`src/rtl/computation_sequencer.sv`:
```
// computation_sequencer: FIFO-buffered RSA job sequencer driving a shared modexp engine.
// Define COMPUTATION_SEQ_ECHO_EN to accept mode 2 (echo) jobs that bypass the engine.
module computation_sequencer #(
    parameter int WIDTH = 128,
    parameter int DEPTH = 4,
    parameter int CNT_W = 16
) (
    input  logic             clock,
    input  logic             reset,
    input  logic [WIDTH-1:0] rx_data,
    input  logic [1:0]       rx_mode,
    input  logic             rx_irq,
    output logic             rx_full,
    input  logic [WIDTH-1:0] e_key,
    input  logic [WIDTH-1:0] d_key,
    input  logic [WIDTH-1:0] n,
    output logic             eng_start,
    output logic [WIDTH-1:0] eng_message,
    output logic [WIDTH-1:0] eng_exp,
    output logic [WIDTH-1:0] eng_mod,
    input  logic             eng_done,
    input  logic [WIDTH-1:0] eng_result,
    output logic [WIDTH-1:0] tx_data,
    output logic             tx_wr,
    input  logic             tx_busy,
    output logic             err_drop,
    output logic [CNT_W-1:0] jobs_done
);
    localparam int AW = $clog2(DEPTH);

    typedef enum logic [1:0] {IDLE, ISSUE, WAIT, EMIT} state_t;
    state_t state, state_nx;

    logic [WIDTH+1:0] mem [DEPTH];
    logic [AW:0]      wr_ptr, rd_ptr;
    logic [WIDTH+1:0] head;
    logic             mode_ok, is_echo, push, pop, empty, emit_go;

`ifdef COMPUTATION_SEQ_ECHO_EN
    assign mode_ok = rx_mode != 2'd3;
    assign is_echo = head[WIDTH+1:WIDTH] == 2'd2;
`else
    assign mode_ok = !rx_mode[1];
    assign is_echo = 1'b0;
`endif

    // Pointers carry an extra wrap bit so full and empty are distinguishable
    assign empty     = wr_ptr == rd_ptr;
    assign rx_full   = (wr_ptr - rd_ptr) == (AW+1)'(DEPTH);
    assign push      = rx_irq && mode_ok && !rx_full;
    assign pop       = state == IDLE && !empty;
    assign head      = mem[rd_ptr[AW-1:0]];
    assign eng_start = state == ISSUE;
    assign emit_go   = state == EMIT && !tx_busy;

    always_ff @(posedge clock) begin
        if (push) mem[wr_ptr[AW-1:0]] <= {rx_mode, rx_data};
    end

    always_ff @(posedge clock or negedge reset) begin
        if (!reset) state <= IDLE;
        else        state <= state_nx;
    end

    always_comb begin
        state_nx = state;
        case (state)
            IDLE:    if (!empty) state_nx = is_echo ? EMIT : ISSUE;
            ISSUE:   state_nx = WAIT;
            WAIT:    if (eng_done) state_nx = EMIT;
            default: if (!tx_busy) state_nx = IDLE;
        endcase
    end

    always_ff @(posedge clock or negedge reset) begin
        if (!reset) begin
            wr_ptr      <= '0;
            rd_ptr      <= '0;
            err_drop    <= 1'b0;
            eng_message <= '0;
            eng_exp     <= '0;
            eng_mod     <= '0;
            tx_data     <= '0;
            tx_wr       <= 1'b0;
            jobs_done   <= '0;
        end else begin
            err_drop <= rx_irq && (!mode_ok || rx_full);
            tx_wr    <= emit_go;
            if (push) wr_ptr <= wr_ptr + 1'b1;
            if (pop) begin
                rd_ptr <= rd_ptr + 1'b1;
                if (is_echo) begin
                    tx_data <= head[WIDTH-1:0];
                end else begin
                    eng_message <= head[WIDTH-1:0];
                    eng_exp     <= head[WIDTH] ? d_key : e_key;
                    eng_mod     <= n;
                end
            end
            if (state == WAIT && eng_done) tx_data <= eng_result;
            if (emit_go) jobs_done <= jobs_done + 1'b1;
        end
    end
endmodule

```
`config.mk`:
```
export PLATFORM = sky130hd
export DESIGN_NAME = computation_sequencer
export DESIGN_NICKNAME = d
export VERILOG_FILES = /design/src/rtl/computation_sequencer.sv
export SDC_FILE = /design/constraint.sdc
export NUM_CORES = 1
export LEC_CHECK = 0
export CORE_AREA = 2 2 454 456
export CTS_CLUSTER_DIAMETER = 120
export CTS_CLUSTER_SIZE = 12
export DETAILED_ROUTE_END_ITERATION = 16
export DIE_AREA = 0 0 456 458
export HOLD_SLACK_MARGIN = 0.03
export PLACE_DENSITY = 0.5
export RECOVER_POWER = 100
export SETUP_SLACK_MARGIN = 0.3
export SLEW_MARGIN = 20
export SYNTH_ARGS = -nofsm -noshare
export SYNTH_HDL_FRONTEND = slang
export SYNTH_SLANG_ARGS = --single-unit
```
`constraint.sdc`:
```
create_clock -name clock -period 10.14 [get_ports clock]
set_input_delay 1.014 -clock clock [delete_from_list [all_inputs] [get_ports clock]]
set_output_delay 1.014 -clock clock [all_outputs]
set_load 0.01 [all_outputs]
```
==> impl_metrics.sql <==
INSERT INTO impl_metrics (metric_group, metric, value, unit) VALUES
('run_status', 'outcome', 'finished with violations', ''),
('run_status', 'failed_checks', 'max-capacitance violations, max-slew violations', ''),
('placement', 'gpl_congestion', '0.883', ''),
('yosys', 'synth.lib_cells_used.distinct', '34', ''),
('clock_network', 'cts.root.buffer_cell', 'clkbuf_16', ''),
('timing', 'max_slew.worst_pin.slew', '5.31', 'ns'),
('floorplanning', 'start_util', '19.6', '%'),
('power', 'cellLeakagePower', '0.0230', 'uW'),
('worst_setup_path', 'cp_data_required_time', '10.72', 'ns'),
('worst_setup_path', 'timing.rr.end', 'eng_exp[120]', ''),
('clock_network', 'post-cts-setup-buffers', '0', ''),
('clock_network', 'cts_inserted_buffers', '100', ''),
('global_route', 'groute.usage.overall', '15.5', '%'),
('yosys', 'synth_area', '39900', 'sq um'),
('power', 'p_switching', '6640', 'uW'),
('power', 'pwr-share-seq', '37.8', '%'),
('global_route', 'grt_pass1_vias', '27100', ''),
('worst_setup_path', 'crit_path_cell_trace', 'ha_1 -> nand2_1 -> o21ai_4 -> clkbuf_2 -> buf_12 -> o21ai_0', ''),
('drt', 'drt_iter0_markers', '1615', ''),
('clock_network', 'post_cts_resized', '0', ''),
('min_path', 'hold-path-cell-count', '2', ''),
('floorplanning', 'placementRows', '166', ''),
('power', 'max-vdd-ir-drop', '0.306', 'mV'),
('worst_setup_path', 'crit_fanout', '158', ''),
('drt', 'drtPass1Iterations', '5', ''),
('final_layout', 'instances_no_fill', '6627', ''),
('run', 'reported_max_cap_violation_count', '8', ''),
('timing', 'finalCriticalPeriod', '6.82', 'ns'),
('timing', 'max_clock_freq', '147', 'MHz'),
('yosys', 'ys.flop_type', 'dfrtp_1', ''),
('yosys', 'synth_top_cell_by_area', 'edfxtp_1', ''),
('timing', 'setup_tns', '0', 'ns'),
('min_path', 'hold_path.class', 'reg -> reg', ''),
('placement', 'hpwlAfterDp', '124000', 'um'),
('yosys', 'synth_edf_count', '516', ''),
('global_route', 'grt-ovfl-total', '0', ''),
('floorplanning', 'die_x', '456', 'um'),
('clock_network', 'tritoncts', 'built', ''),
('final_layout', 'finalNetCount', '4518', ''),
('min_path', 'worst_hold_path.endpoint', 'eng_mod[58]', ''),
('power', 'fin_total_pwr', '17500', 'uW'),
('worst_setup_path', 'number_of_buffers_and_inverters_on_the_critical_path', '2', ''),
('floorplanning', 'i_o_pin_count', '1179', ''),
('worst_setup_path', 'arrival_time_reported_for_the_critical_path_endpoint', '7.39', 'ns'),
('final_layout', 'final_layout_size_suffix_gt1_share', '10.3', '%'),
('drt', 'route.antenna.remaining_nets', '0', ''),
('power', 'internal_power', '10800', 'uW'),
('worst_setup_path', 'critical-path-top-delay-family', 'buffers and inverters', ''),
('timing', 'rsz0062_at_grt', 'false', ''),
('drt', 'drc', '0', ''),
('clock_network', 'clk-insertion-delay-late', '0.75', 'ns'),
('worst_setup_path', 'crit_path_end_kind', 'flop', ''),
('worst_setup_path', 'timing.reg2reg.worst_path_depth', '6', ''),
('yosys', 'mappedNetlistNets', '3355', ''),
('timing', 'slew_viol_final', '474', ''),
('yosys', 'ff_latch_count_synth', '1054', ''),
('min_path', 'min-delay-start', 'eng_mod[58]', ''),
('clock_network', 'cts_hold_buf', '0', ''),
('drt', 'drt_wl_total', '167000', 'um'),
('worst_setup_path', 'timing.critical_path.from_type', 'flop', ''),
('worst_setup_path', 'path_depth', '6', ''),
('power', 'p_comb_share', '41.8', '%'),
('placement', 'dp_slack', '5.39', 'ns'),
('yosys', 'asyncSetResetFlopFracSynth', '51.0', '%'),
('worst_setup_path', 'setup.reg_to_reg.worst_slack', '3.32', 'ns'),
('timing', 'finalSetupViolations', '0', ''),
('yosys', 'synth.avg_cell_area', '14.8', 'sq um'),
('timing', 'worst_slack', '3.32', 'ns'),
('global_route', 'grt_pass1_wl', '227000', 'um'),
('clock_network', 'cts.path.max_buffers', '3', ''),
('worst_setup_path', 'worst_setup_path_type', 'reg -> reg', '');
## per-layer routing
layer  GRT usage (%)  part of all wire [%]  vias to the layer above
met5               0                  0.18                        -
met4            6.63                   4.5                       54
met3            4.34                   6.4                      297
met2            26.8                    50                      869
met1            17.9                    39                    13200
li1                -                     -                    11800
## flip-flops by register name, summed over array words and instances, names as in the netlist, 2 cells and up
register / flops
eng_exp: 128
eng_message: 128
eng_mod: 128
jobs_done: 16
mem: 516
rd_ptr: 3
state: 2
tx_data: 128
wr_ptr: 3
## metrics by stage
| stage | instance area (sq um) | util (%) |
|---|---|---|
| 2_1_floorplan | 39900 | - |
| 3_3_place_gp | 54800 | 26.9 |
| 3_5_place_dp | 54800 | 26.9 |
| 4_1_cts | 57700 | 28.3 |
| 5_1_grt | 57600 | 28.3 |
| 6_report | 57700 | 28.3 |
## kinds of logic (layout without fill, tap and decap cells)
kind of cell | count (synthesis) | after routing | share of synthesized area, %
compound gates | 136 | 136 | 1.77
flops | 1054 | 1054 | 72.5
buf+inv | 152 | 1377 | 1.69
xor+xnor | 21 | 21 | 0.479
simple gates | 930 | 930 | 8.92
mux | 391 | 391 | 14.2
other cells | 0 | 18 | 0
fa+ha+maj | 12 | 12 | 0.376
## final cells by class
class	instances	area [sq um]
timing repair buffer	1206	12100
tap	2688	3360
sequential	1054	29000
multi-input combinational	1490	10300
antenna	18	45.0
fill	20800	146000
clock inverter	12	169
clock buffer	152	2730
inverter	7	26.3
## tightest hold or removal path: cells and delay by family (launching register included)
family	cells	cell delay, ns
flip-flops	1	0.33
AND/OR/NAND/NOR	2	0.10
## cells in the mapped netlist (2+ instances only)
master	instances
nand2_1	905
dfrtp_1	538
edfxtp_1	516
mux2_2	131
mux2i_1	131
o21ai_0	129
mux4_2	128
buf_2	76
clkbuf_1	63
xnor2_1	16
ha_1	12
inv_1	7
nand3_1	6
and2_1	5
and4_1	5
buf_1	4
xor2_1	4
buf_4	2
nor2b_1	2
o21a_1	2
## cell usage in the layout, fill, tap and decap left out, types with 2 or more instances in the layout
master and count:
mux4_2 128, edfxtp_1 516, o21a_1 2, dlygate4sd3_1 662
xor2_1 4, clkbuf_1 54, nand2_1 905, inv_6 2
nor2b_1 2, and2_4 3, nand3_1 6, ha_1 12
clkdlybuf4s50_1 515, mux2_2 130, dfrtp_1 537, mux2i_1 131
clkinv_16 3, diode_2 18, clkinv_2 3, buf_4 18
inv_8 2, and2_1 3, xnor2_1 16, o21ai_0 129
inv_1 7, and4_1 5, buf_12 6, clkbuf_16 101
## how the worst max path moves through the flow
stage                   start            to  slack (ns)
floorplan           wr_ptr[1]     mem[3][0]        1.63
global placement    rd_ptr[0]    mem[0][72]        5.30
detailed placement  rd_ptr[0]    mem[0][68]        5.39
CTS                 rd_ptr[0]       rx_full        5.31
global route        rd_ptr[0]    mem[1][88]        2.61
finish              rd_ptr[0]  eng_exp[120]        3.32
## power by group through the flow
| stage | Clock [uW] | Combinational, uW | Sequential [uW] |
|---|---|---|---|
| floorplan | 0 | 3140 | 7010 |
| global placement | 0 | 7830 | 6710 |
| detailed placement | 0 | 7870 | 6740 |
| CTS | 3710 | 7890 | 6670 |
| global route | 3860 | 7920 | 6770 |
| finish | 3560 | 7320 | 6610 |
Note: power is estimated with default switching activity, not from simulation.
==> edit 1 (same flow settings) <==
Add a define of `COMPUTATION_SEQ_ECHO_EN`.
--- a/src/rtl/computation_sequencer.sv
+++ b/src/rtl/computation_sequencer.sv
@@ -1,5 +1,7 @@
 // computation_sequencer: FIFO-buffered RSA job sequencer driving a shared modexp engine.
 // Define COMPUTATION_SEQ_ECHO_EN to accept mode 2 (echo) jobs that bypass the engine.
+`define COMPUTATION_SEQ_ECHO_EN
+
 module computation_sequencer #(
     parameter int WIDTH = 128,
     parameter int DEPTH = 4,
Formal check against the unedited RTL: not equivalent (a bounded check fails within 4 cycles, from zero or initial values and one cycle with reset low).
==> edit 1 against the unedited design <==
The run still ends with max-capacitance violations, max-slew violations left. Synthesized area is 4.6% higher. Non-clock buffer count is 9 higher. Worst hold slack better by 0.93 ps. Design area rose by 2.8%. Worst setup slack better by 120 ps. Largest cell class unchanged. Die area is the same. Core utilization increased by 0.78 points. Sequential cell count is 4 higher. Wire length rose by 1.6%. Total power is 7.9% higher.
==> edit 1: results <==
set metrics [dict create \
    status "finished, violations left" \
    violations "max-capacitance violations, max-slew violations" \
    hold-worst-slack_ps 468 \
    reg2reg_to "eng_message[65]$_DFFE_PN0P_" \
    drv_cap 8 \
    worstReg2RegStart "rd_ptr[1]$_DFFE_PN0P_" \
    cp_max_fo 121 \
    synth_enable_flop_cells 520 \
    num_vias 28100 \
    syn_nets 3301 \
    layout.nets 4418 \
    tritoncts.num_buffers 101 \
    holdPathStages 1 \
    clock_skew_ps 45.0 \
    drive_gt1_frac 0.0797 \
    routedWlPerCell_um 25.9 \
    largest_reg_flops 520 \
    drt_first_iter_violations 1965 \
    yosysSeqAreaShare 0.696 \
    leakage_uw 0.0215 \
    reg2reg_slack_ps 3440 \
    place_hpwl_um 121000 \
    antenna_found_initial 104 \
    arrival_ps 7320 \
    place_congestion 0.863 \
    synthTopCellsByArea "edfxtp_1, dfrtp_1, mux4_2" \
    slew_violations 421 \
    async_reset_ff_frac 0.509 \
    grt.total_usage 0.157 \
    synthTopCellsByCount "dfrtp_1, edfxtp_1, o21ai_0" \
]
-- edit 1: cells by family after synthesis --
kind of cell,count (synthesis),share of synthesized area
flip-flops,1058,0.696
AO/OA/AOI/OAI,522,0.0669
multiplexers,516,0.170
AND/OR/NAND/NOR,300,0.0325
buffers and inverters,211,0.0257
XOR/XNOR,21,0.00440
adder cells (fa/ha/maj),13,0.00389
-- edit 1: layout make-up --
cell class	instances	area (µm²)
tap	2688	3360
timing repair buffer	1215	12100
fill	20700	144000
clock buffer	159	2760
antenna	27	67.6
clock inverter	13	184
sequential	1058	29100
inverter	10	42.5
multi-input combinational	1372	11600
-- edit 1: worst max-delay path, cell delays in order, from the launching register on --
cell,delay (ps)
dfrtp_1,2120
mux4_2,1150
nor2b_1,210
nor2_1,230
buf_12,580
clkbuf_2,1640
mux2_2,450
-- edit 1: how the worst max path moves through the flow --
| stage | slack, ps | to | cells after the start | start |
|---|---|---|---|---|
| after floorplan | 4600 | mem[0][0]$_DFFE_PP_ | 9 | rd_ptr[1]$_DFFE_PN0P_ |
| after global placement | 5200 | eng_exp[50]$_DFFE_PN0P_ | 6 | rd_ptr[0]$_DFFE_PN0P_ |
| after detailed placement | 5150 | eng_exp[92]$_DFFE_PN0P_ | 6 | rd_ptr[0]$_DFFE_PN0P_ |
| after CTS | 5150 | eng_exp[92]$_DFFE_PN0P_ | 6 | rd_ptr[0]$_DFFE_PN0P_ |
| after global routing | 2700 | eng_message[103]$_DFFE_PN0P_ | 3 | reset |
| final | 3440 | eng_message[65]$_DFFE_PN0P_ | 6 | rd_ptr[1]$_DFFE_PN0P_ |
-- edit 1: routing by layer --
metal  GRT usage  vias to the layer above  routed length, µm
li1            -                    12300                  -
met1       0.178                    14500              64000
met2       0.282                      932              87800
met3      0.0346                      332               9280
met4      0.0693                       40               7860
met5           0                        -                242
-- edit 1: where the power goes --
part	internal (µW)	switching [µW]
Sequential	6090	731
Clock	1870	1750
Combinational	3550	4870
Total	11500	7350
-- edit 1: through the flow --
step	std cells	setup slack [ps]	utilization	instance area, µm²
2_1_floorplan	2641	4600	-	41800
3_3_place_gp	6342	5200	0.276	56300
3_5_place_dp	6343	5150	0.276	56300
4_1_cts	6515	5150	0.291	59300
5_1_grt	6534	2700	0.291	59200
6_report	6542	3440	0.291	59300
==> edit 2 (config.mk and constraints unchanged) <==
Made on the original files. Encoding of `state_t`: now one-hot (4 bits for 4 states).
--- a/src/rtl/computation_sequencer.sv
+++ b/src/rtl/computation_sequencer.sv
@@ -28,7 +28,7 @@
 );
     localparam int AW = $clog2(DEPTH);
 
-    typedef enum logic [1:0] {IDLE, ISSUE, WAIT, EMIT} state_t;
+    typedef enum logic [3:0] {IDLE = 4'b0001, ISSUE = 4'b0010, WAIT = 4'b0100, EMIT = 4'b1000} state_t;
     state_t state, state_nx;
 
     logic [WIDTH+1:0] mem [DEPTH];
Formal check against the unedited RTL: same outputs for any inputs over 4 cycles, from zero or initial values and one cycle with reset low; so few cycles prove little.
==> edit 2 against the unedited design <==
The flow still finishes with violations (max-capacitance violations, max-slew violations). Non-clock buffer count grew 2. Wire length shrank 1.1%. Sequential cell count grew 2. Synthesized area grew 0.59%. First-iteration DRC count grew 4.1%. Worst setup slack gained 170 ps. Total power shrank 2.7%. Core utilization grew 0.11 points. Design area grew 0.40%. Highest routed layer unchanged.
==> edit 2: results <==
set metrics [dict create \
    status "finished, violations left" \
    violations "max-capacitance violations, max-slew violations" \
    nClkBuffers 158 \
    synthTopCellsByArea "edfxtp_1, dfrtp_1, nand2_1" \
    nMultiInputCombCells 1503 \
    use_met2 0.270 \
    slew_headroom -3.02 \
    routedWlPerCell_um 24.8 \
    fill_cells 20900 \
    synthTopCellsByCount "nand2_1, dfrtp_1, edfxtp_1" \
    async_reset_ff_frac 0.511 \
    arrival_ps 6940 \
    vdd_ir_drop_max_uv 236 \
    drv_cap 9 \
    cp_max_fo 42 \
    grt.total_usage 0.154 \
    clock_skew_ps 47.3 \
    avgViaCountPerCell 3.97 \
    bufAreaShareNonClock 0.209 \
    dr.pass1.iters 7 \
    drt_first_iter_violations 1681 \
    worstReg2RegStart "rd_ptr[1]$_DFFE_PN0P_" \
    place_congestion 0.895 \
    wl_met2_um 83700 \
    cts.sinks 1056 \
    tritoncts.num_buffers 101 \
    rr_worst_depth 7 \
    reg2reg_to "mem[3][27]$_DFFE_PP_" \
    reg2reg_slack_ps 3490 \
    leakage_uw 0.0232 \
    critPathMaxStageDelay_ps 2270 \
    sh_seq_area 0.501 \
    use_met1 0.180 \
    final-clk-cell-share 0.0520 \
    slew_violations 475 \
    drive_gt1_frac 0.0754 \
    switchingPower_uw 6300 \
    synthDistinctLibCells 42 \
    grt_pass1_wl_um 227000 \
]
## edit 2: kinds of logic after synthesis
group           after synthesis  share of synthesized area
fa+ha+maj                     8                    0.00249
simple gates                944                     0.0910
xor+xnor                     22                    0.00498
compound gates              140                     0.0185
flops                      1056                      0.722
mux                         389                      0.141
buf+inv                     152                     0.0198
## edit 2: metrics by stage
stage / util / std cells / setup WS [ps] / hold WS, ps / instance area [µm²]
after CTS: 0.284 / 6628 / 5600 / 291 / 57900
after global routing: 0.284 / 6639 / 2810 / 486 / 57900
after floorplan: - / 2711 / 2450 / 493 / 40200
final: 0.284 / 6647 / 3490 / 467 / 57900
after global placement: 0.270 / 6459 / 5850 / 458 / 54900
after detailed placement: 0.270 / 6459 / 5840 / 461 / 54900
## edit 2: power groups by stage
stage,combinational [µW],clock [µW],sequential [µW]
after floorplan,2950,0,6970
after global placement,7440,0,6610
after detailed placement,7480,0,6640
after CTS,7500,3800,6570
after global routing,7420,3950,6680
final,6840,3650,6520
